`src/rtl/bam_pkg.sv`:
```
// Shared types and constants for the BAM/VGA board-control slice.
package bam_pkg;

    // Per-key debounce FSM states
    typedef enum logic [1:0] {
        DB_RELEASED,
        DB_PRESS_WAIT,
        DB_PRESSED,
        DB_RELEASE_WAIT
    } db_state_e;

    // 20 ms of stable samples at 50 MHz
    localparam int DEBOUNCE_DEF = 1_000_000;

    // Switch bank field positions
    localparam int SW_W         = 14;
    localparam int SW_ON        = 0;
    localparam int SW_BAM_ON    = 1;
    localparam int SW_IMG       = 2;
    localparam int SW_PRESC_LSB = 3;
    localparam int SW_PRESC_MSB = 5;
    localparam int SW_DC_LSB    = 6;
    localparam int SW_DC_MSB    = 13;

    localparam int DC_W    = 8;
    localparam int PRESC_W = 3;
    localparam int PCT_W   = 7;

    // floor(d*100/255); 255*100 = 25500 fits in 15 bits
    function automatic logic [PCT_W-1:0] dc_to_pct(input logic [DC_W-1:0] d);
        logic [14:0] prod;
        prod = 15'(d) * 15'd100;
        return PCT_W'(prod / 15'd255);
    endfunction

endpackage

```
`src/rtl/key_debounce.sv`:
```
// Two-flop synchroniser plus debounce FSM for one active-low key.
// Emits a single-cycle press pulse once the key has been low for
// DEBOUNCE_CYCLES consecutive synced samples; releases emit nothing.
module key_debounce
    import bam_pkg::*;
#(
    parameter int DEBOUNCE_CYCLES = DEBOUNCE_DEF,
    parameter int CNT_W           = $clog2(DEBOUNCE_CYCLES)
) (
    input  logic CLOCK_50,
    input  logic arst,
    input  logic key_n_i,
    output logic press_o
);

    localparam logic [CNT_W-1:0] CNT_LAST = CNT_W'(DEBOUNCE_CYCLES - 1);

    logic [1:0]       sync_q;
    db_state_e        state_q;
    logic [CNT_W-1:0] cnt_q;
    logic             press_q;
    logic             key_lo;

    assign key_lo  = ~sync_q[1];
    assign press_o = press_q;

    // Synchroniser resets to "released" so reset never looks like a press
    always_ff @(posedge CLOCK_50 or negedge arst) begin
        if (!arst) sync_q <= 2'b11;
        else       sync_q <= {sync_q[0], key_n_i};
    end

    // Debounce FSM: counter holds the number of consecutive agreeing samples
    always_ff @(posedge CLOCK_50 or negedge arst) begin
        if (!arst) begin
            state_q <= DB_RELEASED;
            cnt_q   <= '0;
            press_q <= 1'b0;
        end else begin
            press_q <= 1'b0;
            case (state_q)
                DB_RELEASED: if (key_lo) begin
                    state_q <= DB_PRESS_WAIT;
                    cnt_q   <= CNT_W'(1);
                end
                DB_PRESS_WAIT: begin
                    if (!key_lo) begin
                        state_q <= DB_RELEASED;
                        cnt_q   <= '0;
                    end else if (cnt_q == CNT_LAST) begin
                        state_q <= DB_PRESSED;
                        cnt_q   <= '0;
                        press_q <= 1'b1;
                    end else begin
                        cnt_q <= cnt_q + CNT_W'(1);
                    end
                end
                DB_PRESSED: if (!key_lo) begin
                    state_q <= DB_RELEASE_WAIT;
                    cnt_q   <= CNT_W'(1);
                end
                DB_RELEASE_WAIT: begin
                    if (key_lo) begin
                        state_q <= DB_PRESSED;
                        cnt_q   <= '0;
                    end else if (cnt_q == CNT_LAST) begin
                        state_q <= DB_RELEASED;
                        cnt_q   <= '0;
                    end else begin
                        cnt_q <= cnt_q + CNT_W'(1);
                    end
                end
                default: begin
                    state_q <= DB_RELEASED;
                    cnt_q   <= '0;
                end
            endcase
        end
    end

endmodule

```
`src/rtl/bam_ctrl_input.sv`:
```
// Board-control conditioning for the BAM/VGA design: synchronised switches,
// debounced latch keys, latched duty/prescaler, percent and redraw pulse.
module bam_ctrl_input
    import bam_pkg::*;
#(
    parameter int DEBOUNCE_CYCLES = DEBOUNCE_DEF,
    parameter int CNT_W           = $clog2(DEBOUNCE_CYCLES)
) (
    input  logic               CLOCK_50,
    input  logic               arst,
    input  logic [SW_W-1:0]    i_sw,
    input  logic [1:0]         i_key_n,
    output logic               o_device_on,
    output logic               o_bam_enable,
    output logic               o_image_mode,
    output logic [DC_W-1:0]    o_duty_cycle,
    output logic [PRESC_W-1:0] o_presc_mode,
    output logic [PCT_W-1:0]   o_dc_percent,
    output logic               o_redraw,
    output logic               o_redraw_led
);

    logic [SW_W-1:0]    sw_meta_q, sw_s_q;
    logic               on_s;
    logic               ps_press, dc_press;
    logic [DC_W-1:0]    duty_q;
    logic [PRESC_W-1:0] presc_q;
    logic               upd_q;
    logic [PCT_W-1:0]   pct_q;
    logic               redraw_q, led_q;

    assign on_s = sw_s_q[SW_ON];

    // Two-flop switch synchroniser
    always_ff @(posedge CLOCK_50 or negedge arst) begin
        if (!arst) begin
            sw_meta_q <= '0;
            sw_s_q    <= '0;
        end else begin
            sw_meta_q <= i_sw;
            sw_s_q    <= sw_meta_q;
        end
    end

    key_debounce #(.DEBOUNCE_CYCLES(DEBOUNCE_CYCLES), .CNT_W(CNT_W)) u_db_presc (
        .CLOCK_50(CLOCK_50), .arst(arst), .key_n_i(i_key_n[0]), .press_o(ps_press)
    );

    key_debounce #(.DEBOUNCE_CYCLES(DEBOUNCE_CYCLES), .CNT_W(CNT_W)) u_db_duty (
        .CLOCK_50(CLOCK_50), .arst(arst), .key_n_i(i_key_n[1]), .press_o(dc_press)
    );

    // Latch settings on press pulses; device off clears and discards
    always_ff @(posedge CLOCK_50 or negedge arst) begin
        if (!arst) begin
            duty_q  <= '0;
            presc_q <= '0;
            upd_q   <= 1'b0;
        end else if (!on_s) begin
            duty_q  <= '0;
            presc_q <= '0;
            upd_q   <= 1'b0;
        end else begin
            if (dc_press) duty_q  <= sw_s_q[SW_DC_MSB:SW_DC_LSB];
            if (ps_press) presc_q <= sw_s_q[SW_PRESC_MSB:SW_PRESC_LSB];
            upd_q <= dc_press | ps_press;
        end
    end

    // Percent tracks the latched duty one cycle later, so redraw (delayed
    // from the update) always lands together with the fresh percent
    always_ff @(posedge CLOCK_50 or negedge arst) begin
        if (!arst) begin
            pct_q    <= '0;
            redraw_q <= 1'b0;
            led_q    <= 1'b0;
        end else if (!on_s) begin
            pct_q    <= '0;
            redraw_q <= 1'b0;
            led_q    <= 1'b0;
        end else begin
            pct_q    <= dc_to_pct(duty_q);
            redraw_q <= upd_q;
            if (upd_q) led_q <= ~led_q;
        end
    end

    assign o_device_on  = on_s;
    assign o_bam_enable = on_s & sw_s_q[SW_BAM_ON];
    assign o_image_mode = sw_s_q[SW_IMG];
    assign o_duty_cycle = duty_q;
    assign o_presc_mode = presc_q;
    assign o_dc_percent = pct_q;
    assign o_redraw     = redraw_q;
    assign o_redraw_led = led_q;

endmodule

```
`config.mk`:
```
export PLATFORM = sky130hd
export DESIGN_NAME = bam_ctrl_input
export DESIGN_NICKNAME = d
export VERILOG_FILES = /design/src/rtl/bam_pkg.sv /design/src/rtl/key_debounce.sv /design/src/rtl/bam_ctrl_input.sv
export SDC_FILE = /design/constraint.sdc
export NUM_CORES = 1
export LEC_CHECK = 0
export BUFFER_PORTS_ARGS = -buffer_cell sky130_fd_sc_hd__buf_2
export CAP_MARGIN = 10
export CORE_MARGIN = 3
export CORE_UTILIZATION = 50
export DETAILED_ROUTE_END_ITERATION = 16
export PLACE_DENSITY_LB_ADDON = 0.3
export RECOVER_POWER = 50
export SYNTH_ARGS = -nofsm -noshare
export SYNTH_HDL_FRONTEND = slang
export SYNTH_SLANG_ARGS = --single-unit
```
`constraint.sdc`:
```
create_clock -name CLOCK_50 -period 6.4 [get_ports CLOCK_50]
set_input_delay 0.96 -clock CLOCK_50 [delete_from_list [all_inputs] [get_ports CLOCK_50]]
set_output_delay 0.96 -clock CLOCK_50 [all_outputs]
set_load 0.05 [all_outputs]
```
==> impl_results.rst, run 1 <==
.. list-table::
   :header-rows: 1

   * - Metric
     - Value
   * - Register area
     - about 0.0025 mm²
   * - Maximum Capacitance Violations
     - 2
   * - Worst-case clock buffer depth
     - 2
   * - Transition time at the pin with the least slew margin
     - 3.375 ns
   * - Depth of the worst hold-timing path
     - 0
   * - Vertical extent of the die
     - 123.3 µm
   * - Largest net degree at the start of global routing
     - 68
   * - Status
     - finished with violations
   * - Core area
     - 0.01335 mm²
   * - Number of optimization iterations in the first detailed-route pass
     - 6
   * - Skew-Pair Late Insertion Delay
     - 0.34 ns
   * - Synthesized area
     - 0.006884 mm²
   * - Count of pins over their slew limit
     - around 100
   * - Number of enable-type register cells in the synthesized netlist
     - 0
   * - Endpoint kind of the worst setup timing path
     - register
   * - Site Rows
     - 42
   * - Endpoints failing hold
     - 0
   * - Most frequent cells in the layout
     - 165 x sky130_fd_sc_hd__buf_4, 87 x sky130_fd_sc_hd__dfrtp_1, 77 x sky130_fd_sc_hd__o21ai_0
   * - Layout-stage area growth over the synthesis result
     - 37.11%
   * - Num Clock Sinks
     - slightly below 100
   * - Depth of the CTS H-tree
     - 3
   * - Unrepaired setup endpoints after global routing
     - true
   * - Vias after detailed routing
     - slightly below 7000
   * - Cell area after layout
     - around 0.0094 mm²
   * - Area after detailed placement
     - 0.008498 mm²
   * - Die area
     - 0.01521 mm²
   * - Startpoint of the lowest-slack register-to-register path
     - o_duty_cycle[2]
   * - Wirelength, routed
     - 20400 µm
   * - End-of-flow core utilization
     - between 70% and 80%
   * - Cell at the root of the clock tree
     - sky130_fd_sc_hd__clkbuf_16
   * - Switching portion of total power
     - 23.57%
   * - HPWL Detailed
     - 14650 µm
   * - Length in cells of the worst reg-to-reg path
     - 32
   * - Multi-input gate area in the final layout
     - ~0.0048 mm²
   * - Sink of the worst hold path
     - sw_s_q[1]
   * - Setup-failing EPs final
     - 2
   * - Drt drc
     - 0
   * - CTS Buf Count
     - 9
   * - Type of the worst setup path
     - reg -> reg
   * - Antenna violations before repair
     - 0
   * - Tightest Hold Check Type
     - reg -> reg
   * - Post-route worst setup slack
     - -0.6383 ns
   * - Clock-pin transition on the worst setup and hold timing paths
     - 0.07 ns
   * - Slowest cell on the critical path
     - sky130_fd_sc_hd__fa_1
   * - Post-synth ARST share
     - 100.0%
   * - Required @ worst endpoint
     - 6.64 ns
   * - Reg-to-Reg End
     - o_dc_percent[0]
   * - Seq cells post-synth
     - slightly below 100
   * - Power per cell area
     - ~140 mW/mm²
   * - Worst slew margin relative to its limit
     - -125.0%
   * - Sequential element share of the synthesized area
     - 36.06%
   * - Net Count, Synth
     - 810
   * - Average wire per standard cell
     - around 18 µm
   * - Leakage component of the power
     - 4.092 nW
   * - Final estimated routing congestion in global placement
     - between 0.9 and 1
   * - Setup TNS
     - -0.7432 ns
   * - First-pass GRT wire length
     - approximately 32000 µm
   * - Distinct cell type count of the synthesized netlist
     - 104
   * - Power share of the sequential group
     - 49.6%
   * - Clock share of power
     - 42.7%
   * - Effective utilization at floorplan
     - 51.57%
   * - X dimension of the die
     - 123.3 µm
   * - Starting DRC count in detailed routing
     - 449
   * - Total grt overflow
     - 0
   * - Top-level port count
     - 41
   * - Period utilisation layout
     - 110.0%
   * - Synthesis Warnings
     - 0
   * - Syn Area/Cell
     - 9.142 µm²
   * - Overall Power
     - 1.353 mW
   * - Largest voltage drop on the vdd net
     - ~220 µV
   * - Maximum clock frequency
     - 0.1421 GHz
   * - Antenna diodes
     - 0
   * - Detail Route Antenna Nets
     - 0
   * - Highest cell delay on the worst timing path
     - approximately 0.54 ns
   * - Number of fillers in the final layout
     - 972
   * - Count of nets after finishing
     - between 1000 and 1500
   * - Most common cell after layout, fill and taps aside
     - sky130_fd_sc_hd__buf_4
   * - Startpoint type of the worst setup path
     - register
   * - Largest fanout of any net on the critical path
     - 6
   * - Slack of the worst reg-to-reg path
     - -0.64 ns
   * - Start point of the worst hold path
     - sw_meta_q[1]
   * - Sw Pwr
     - 0.3189 mW
   * - CTS tree
     - yes
   * - Fin Clk Skew
     - 0.007161 ns
   * - Number of buffer cells added on primary ports
     - 40
   * - Overall track demand over capacity in global routing
     - between 20% and 30%
   * - Share of layout cells above drive strength 1
     - 37.60%
   * - Violated checks
     - max-capacitance violations, max-slew violations, negative setup slack
   * - DR vias/cell
     - about 6.1
   * - Vias in the first global route
     - 6748
   * - P_int
     - 1.034 mW
   * - Number of instances in the synthesized netlist
     - 753
   * - Combinational share of power
     - 7.6%
   * - Top flip-flop cell by instance count after synthesis
     - sky130_fd_sc_hd__dfrtp_1
   * - Post-route minimum period
     - 7.038 ns
   * - CP arrival
     - ~7.3 ns
## stage by stage
| step | hold WS [ns] | setup WS, ns | instances |
|---|---|---|---|
| 6_report | 0.3432 | -0.6383 | 1136 |
| 5_1_grt | 0.3447 | -0.8348 | 1136 |
| 4_1_cts | 0.3427 | -0.4223 | 1121 |
| 3_5_place_dp | 0.3347 | -0.5276 | 1100 |
| 3_3_place_gp | 0.3313 | -0.2704 | 1100 |
| 2_1_floorplan | 0.3312 | -0.1806 | 753 |
## cell type report
class                           count  share of cell area (%)
Tap cell                          176                   2.333
Multi-Input combinational cell    618                   51.05
Inverter                           13                  0.5435
Timing Repair Buffer              214                   16.20
Sequential cell                    99                   26.41
Clock buffer                       10                   2.532
Clock inverter                      6                  0.9411
## worst max-delay path, delay by kind of cell, from the launching register on
kind,cells,cell delay [ns]
muxes,2,0.50
adders and majority gates,5,1.29
xor gates and xnor gates,1,0.17
and+or+nand+nor,6,1.55
AOI/OAI and AO/OA,12,2.09
DFF,1,0.46
buffers and inverters,6,0.83
## synthesized netlist by cell type (9+ instances only)
cell                       instances  area (µm²)
sky130_fd_sc_hd__dfrtp_1          95        2377
sky130_fd_sc_hd__o21ai_0          80       400.4
sky130_fd_sc_hd__nor2_1           71       266.5
sky130_fd_sc_hd__nand2_1          68       255.2
sky130_fd_sc_hd__ha_1             36       450.4
sky130_fd_sc_hd__nand3_1          33       165.2
sky130_fd_sc_hd__a21oi_1          27       135.1
sky130_fd_sc_hd__and3_1           26       162.7
sky130_fd_sc_hd__nor3_1           21       105.1
sky130_fd_sc_hd__mux2i_1          17       170.2
sky130_fd_sc_hd__clkbuf_1         16       60.06
sky130_fd_sc_hd__a31oi_1          14       87.58
sky130_fd_sc_hd__xnor2_1          14       122.6
sky130_fd_sc_hd__inv_1            13       48.80
sky130_fd_sc_hd__nand4_1           9       56.30
## power by group through the flow
stage	clock [mW]	sequential, mW	combinational [mW]
global placement	0	0.681	0.0977
detailed placement	0	0.683	0.104
floorplan	0	0.679	0.0682
finish	0.578	0.671	0.103
global route	0.613	0.676	0.119
CTS	0.592	0.671	0.105
## sequential cells by signal, indices dropped and copies added, names as in the netlist, named ones only
name                cells
o_dc_percent            7
o_duty_cycle            8
o_presc_mode            3
o_redraw                1
o_redraw_led            1
sw_meta_q              14
sw_s_q                 14
u_db_duty.cnt_q        20
u_db_duty.press_o       1
u_db_duty.state_q       1
u_db_duty.sync_q        2
u_db_presc.cnt_q       20
u_db_presc.press_o      1
u_db_presc.state_q      1
u_db_presc.sync_q       2
upd_q                   1
## cell families (layout without fill, tap and decap cells)
kind of cell | after synthesis | after routing | share of synthesized area, %
AND/OR/NAND/NOR | 298 | 298 | 22.99
XOR/XNOR | 25 | 25 | 3.672
buffers and inverters | 37 | 243 | 2.308
multiplexers | 19 | 20 | 2.799
AO/OA/AOI/OAI | 236 | 236 | 24.76
flip-flops | 99 | 99 | 36.06
adder cells (fa/ha/maj) | 39 | 39 | 7.415
## how the worst max path moves through the flow
| stage | start | to | slack, ns | cells after the start |
|---|---|---|---|---|
| after global placement | o_duty_cycle[2] | o_dc_percent[0] | -0.27 | 25 |
| after floorplan | o_duty_cycle[2] | o_dc_percent[0] | -0.18 | 27 |
| final | o_duty_cycle[2] | o_dc_percent[0] | -0.64 | 32 |
| after CTS | o_duty_cycle[3] | o_dc_percent[0] | -0.42 | 30 |
| after detailed placement | o_duty_cycle[3] | o_dc_percent[0] | -0.53 | 28 |
| after global routing | o_duty_cycle[2] | o_dc_percent[0] | -0.83 | 32 |
## metal layers
| metal | global-route usage, % | vias up | wire length, µm |
|---|---|---|---|
| met5 | 0 | - | 0 |
| met4 | 7.128 | 0 | 568 |
| met3 | 3.477 | 50 | 1256 |
| met2 | 44.48 | 264 | 10120 |
| met1 | 34.94 | 3382 | 8457 |
| li1 | - | 3232 | - |
## timing repair
item / CTS / global route
gates cloned: 0 / 1
setup endpoints to repair: 2 / 3
buffers inserted: 5 / 15
resized for setup: 13 / 65
hold endpoints to repair: 0 / 0
pin swaps: 3 / 24
hold buffers: 0 / 0
Power figures use the tool's default switching activity.
==> run 2, diff against run 1 <==
--- a/config.mk
+++ b/config.mk
@@ -10,6 +10,7 @@
 export CORE_MARGIN = 3
 export CORE_UTILIZATION = 50
 export DETAILED_ROUTE_END_ITERATION = 16
+export GPL_TIMING_DRIVEN = 0
 export PLACE_DENSITY_LB_ADDON = 0.3
 export RECOVER_POWER = 50
 export SYNTH_ARGS = -nofsm -noshare
==> impl_results.rst, run 2 (synthesis gave the netlist of run 1 again) <==
.. list-table::
   :header-rows: 1

   * - Metric
     - Value
   * - Status
     - finished with violations
   * - Violated checks
     - max-capacitance violations, max-slew violations, negative setup slack
   * - HPWL Detailed
     - ~13000 µm
   * - Most common cell after layout, fill and taps aside
     - sky130_fd_sc_hd__buf_4
   * - Final Non-Filler Cells
     - 1095
   * - Share of layout cells above drive strength 1
     - 37.87%
   * - Transition time at the pin with the least slew margin
     - 3.772 ns
   * - Overall track demand over capacity in global routing
     - 25.84%
   * - Post-route worst setup slack
     - -0.7170 ns
   * - Number of fillers in the final layout
     - 914
   * - Antenna violations before repair
     - 0
   * - Period utilisation layout
     - 111.2%
   * - Overall Power
     - 1.408 mW
   * - Largest net degree at the start of global routing
     - 76
   * - Endpoints failing hold
     - 0
   * - Vias after detailed routing
     - between 7000 and 8000
   * - Count of pins over their slew limit
     - 76
   * - Largest voltage drop on the vdd net
     - 277.3 µV
   * - Core area
     - 0.01335 mm²
   * - Number of optimization iterations in the first detailed-route pass
     - 5
   * - Largest fanout of any net on the critical path
     - 6
   * - DR vias/cell
     - 6.515
   * - Slowest cell on the critical path
     - sky130_fd_sc_hd__fa_1
   * - Setup-failing EPs final
     - 2
   * - Antenna diodes
     - 0
   * - Tightest Hold Check Type
     - reg -> reg
   * - Cell at the root of the clock tree
     - sky130_fd_sc_hd__clkbuf_16
   * - P_int
     - roughly 1.1 mW
   * - Leakage component of the power
     - 4.044 nW
   * - Required @ worst endpoint
     - 6.63 ns
   * - Endpoint kind of the worst setup timing path
     - register
   * - Clock share of power
     - 44.6%
   * - Effective utilization at floorplan
     - between 50% and 60%
   * - Start point of the worst hold path
     - sw_meta_q[12]
   * - Skew-Pair Late Insertion Delay
     - ~0.34 ns
   * - Instance count after placement with tap cells included
     - 970
   * - X dimension of the die
     - between 100 and 150 µm
   * - Detail Route Antenna Nets
     - 0
   * - Unrepaired setup endpoints after global routing
     - true
   * - Average wire per standard cell
     - 20.26 µm
   * - Depth of the CTS H-tree
     - 3
   * - Startpoint of the lowest-slack register-to-register path
     - o_duty_cycle[2]
   * - Final estimated routing congestion in global placement
     - 0.9535
   * - Total grt overflow
     - 0
   * - CP arrival
     - 7.35 ns
   * - CTS Buf Count
     - 9
   * - Worst slew margin relative to its limit
     - -151.5%
   * - Top-level port count
     - 41
   * - Wirelength, routed
     - 22190 µm
   * - Switching portion of total power
     - 22.61%
   * - CTS tree
     - yes
   * - Power share of the sequential group
     - 47.7%
   * - Starting DRC count in detailed routing
     - 655
   * - Count of nets after finishing
     - 971
   * - Maximum clock frequency
     - 0.1405 GHz
   * - Die area
     - 0.01521 mm²
   * - First-pass GRT wire length
     - 31680 µm
   * - Power per cell area
     - 145.6 mW/mm²
   * - Vias in the first global route
     - ~6500
   * - Sw Pwr
     - 0.3183 mW
   * - Worst-case clock buffer depth
     - 2
   * - Type of the worst setup path
     - reg -> reg
   * - Num Clock Sinks
     - 99
   * - Drt drc
     - 0
   * - Quantity of hold-fixing buffers added after cts
     - 0
   * - Fin Clk Skew
     - between 0.009 and 0.01 ns
   * - Post-route minimum period
     - roughly 7.1 ns
   * - Most frequent cells in the layout
     - 93 x sky130_fd_sc_hd__buf_4, 87 x sky130_fd_sc_hd__dfrtp_1, 76 x sky130_fd_sc_hd__o21ai_0
   * - Clock-pin transition on the worst setup and hold timing paths
     - 0.07 ns
   * - Registers with the most flip-flops
     - u_db_duty.cnt_q: 20 flops, u_db_presc.cnt_q: 20 flops
   * - Startpoint type of the worst setup path
     - register
   * - Combinational share of power
     - 7.7%
   * - Maximum Capacitance Violations
     - 1
   * - Vertical extent of the die
     - 123.3 µm
   * - Layout-stage area growth over the synthesis result
     - 40.44%
   * - Setup crit start
     - o_duty_cycle[2]
   * - Site Rows
     - 42
   * - Highest cell delay on the worst timing path
     - just under 0.5 ns
   * - Number of buffer cells added on primary ports
     - 40
run 2: changes by cell type in the layout (fill, tap and decap cells not counted), moves of 3 or more:
cell and change:
sky130_fd_sc_hd__nor2_4 +4, sky130_fd_sc_hd__nor3_1 -3, sky130_fd_sc_hd__buf_4 -72, sky130_fd_sc_hd__nand2_4 +3
sky130_fd_sc_hd__nor3_4 +3, sky130_fd_sc_hd__buf_2 +4, sky130_fd_sc_hd__buf_6 +6, sky130_fd_sc_hd__ha_4 +4
sky130_fd_sc_hd__buf_12 +6, sky130_fd_sc_hd__clkbuf_1 +12, sky130_fd_sc_hd__a211oi_4 +3, sky130_fd_sc_hd__ha_1 -5
sky130_fd_sc_hd__nand3_4 +3
run 2: path summary, 6_finish.rpt:
path                       depth (start not counted)  slack, ns         endpoint
min                                                0       0.35       sw_s_q[12]
max in group asynchronous                          2       1.02  o_duty_cycle[4]
max                                               30      -0.72  o_dc_percent[0]
min reg2reg                                        0       0.35       sw_s_q[12]
max reg2reg                                       30      -0.72  o_dc_percent[0]
min in group asynchronous                          1       0.89     sw_meta_q[0]
run 2: layout make-up:
class / count / area (µm²) / share of cell area (%)
clock inverters: 5 / 106.4 / 1.100
well taps: 176 / 220.2 / 2.278
inverters: 13 / 61.31 / 0.6341
multi-input cells: 618 / 5261 / 54.42
clock buffers: 11 / 252.7 / 2.614
repair buffers: 149 / 1130 / 11.69
plain buffers: 24 / 143.9 / 1.488
flip-flops and latches: 99 / 2492 / 25.78
run 2: power groups by stage:
stage | logic (mW) | clock network (mW) | registers, mW
2_1_floorplan | 0.0682 | 0 | 0.679
3_3_place_gp | 0.104 | 0 | 0.681
3_5_place_dp | 0.110 | 0 | 0.682
4_1_cts | 0.112 | 0.639 | 0.671
5_1_grt | 0.124 | 0.663 | 0.675
6_report | 0.108 | 0.628 | 0.672
run 2: per-stage QoR:
step                hold WS, ns  util (%)  worst slack, ns  TNS [ns]  instance area (µm²)
floorplan                0.3312         -          -0.1806   -0.1806                 7036
detailed placement       0.3356     56.08          -0.9403    -1.542                 7486
global placement         0.3313     55.86          -0.8494    -1.394                 7456
finish                   0.3466     72.43          -0.7170    -1.009                 9668
global route             0.3597     72.43          -0.9725    -1.666                 9668
CTS                      0.3497     66.36          -0.4714   -0.4980                 8857
run 2: repair_timing:
item | 4_1_cts | 5_1_grt
resized for setup | 83 | 84
cloned | 1 | 0
endpoints found under the setup margin | 3 | 3
setup buffers | 66 | 42
pin swaps | 71 | 67
run 2: critical path: cells and delay by family, from the launching register on:
kind | cells | cell delay [ns]
AND/OR/NAND/NOR | 8 | 1.64
buffers and inverters | 4 | 0.66
AO/OA/AOI/OAI | 10 | 2.13
adder cells (fa/ha/maj) | 5 | 1.45
XOR/XNOR | 1 | 0.12
multiplexers | 2 | 0.53
flip-flops | 1 | 0.46
run 2: per-layer routing:
metal / part of all wire (%) / global-route usage (%) / vias up / wire length [µm]
li1: - / - / 3166 / -
met1: 39 / 33.00 / 3455 / 8654
met2: 49 / 43.73 / 412 / 10970
met3: 7.1 / 3.522 / 101 / 1574
met4: 4.4 / 11.49 / 0 / 985
met5: 0 / 0 / - / 0
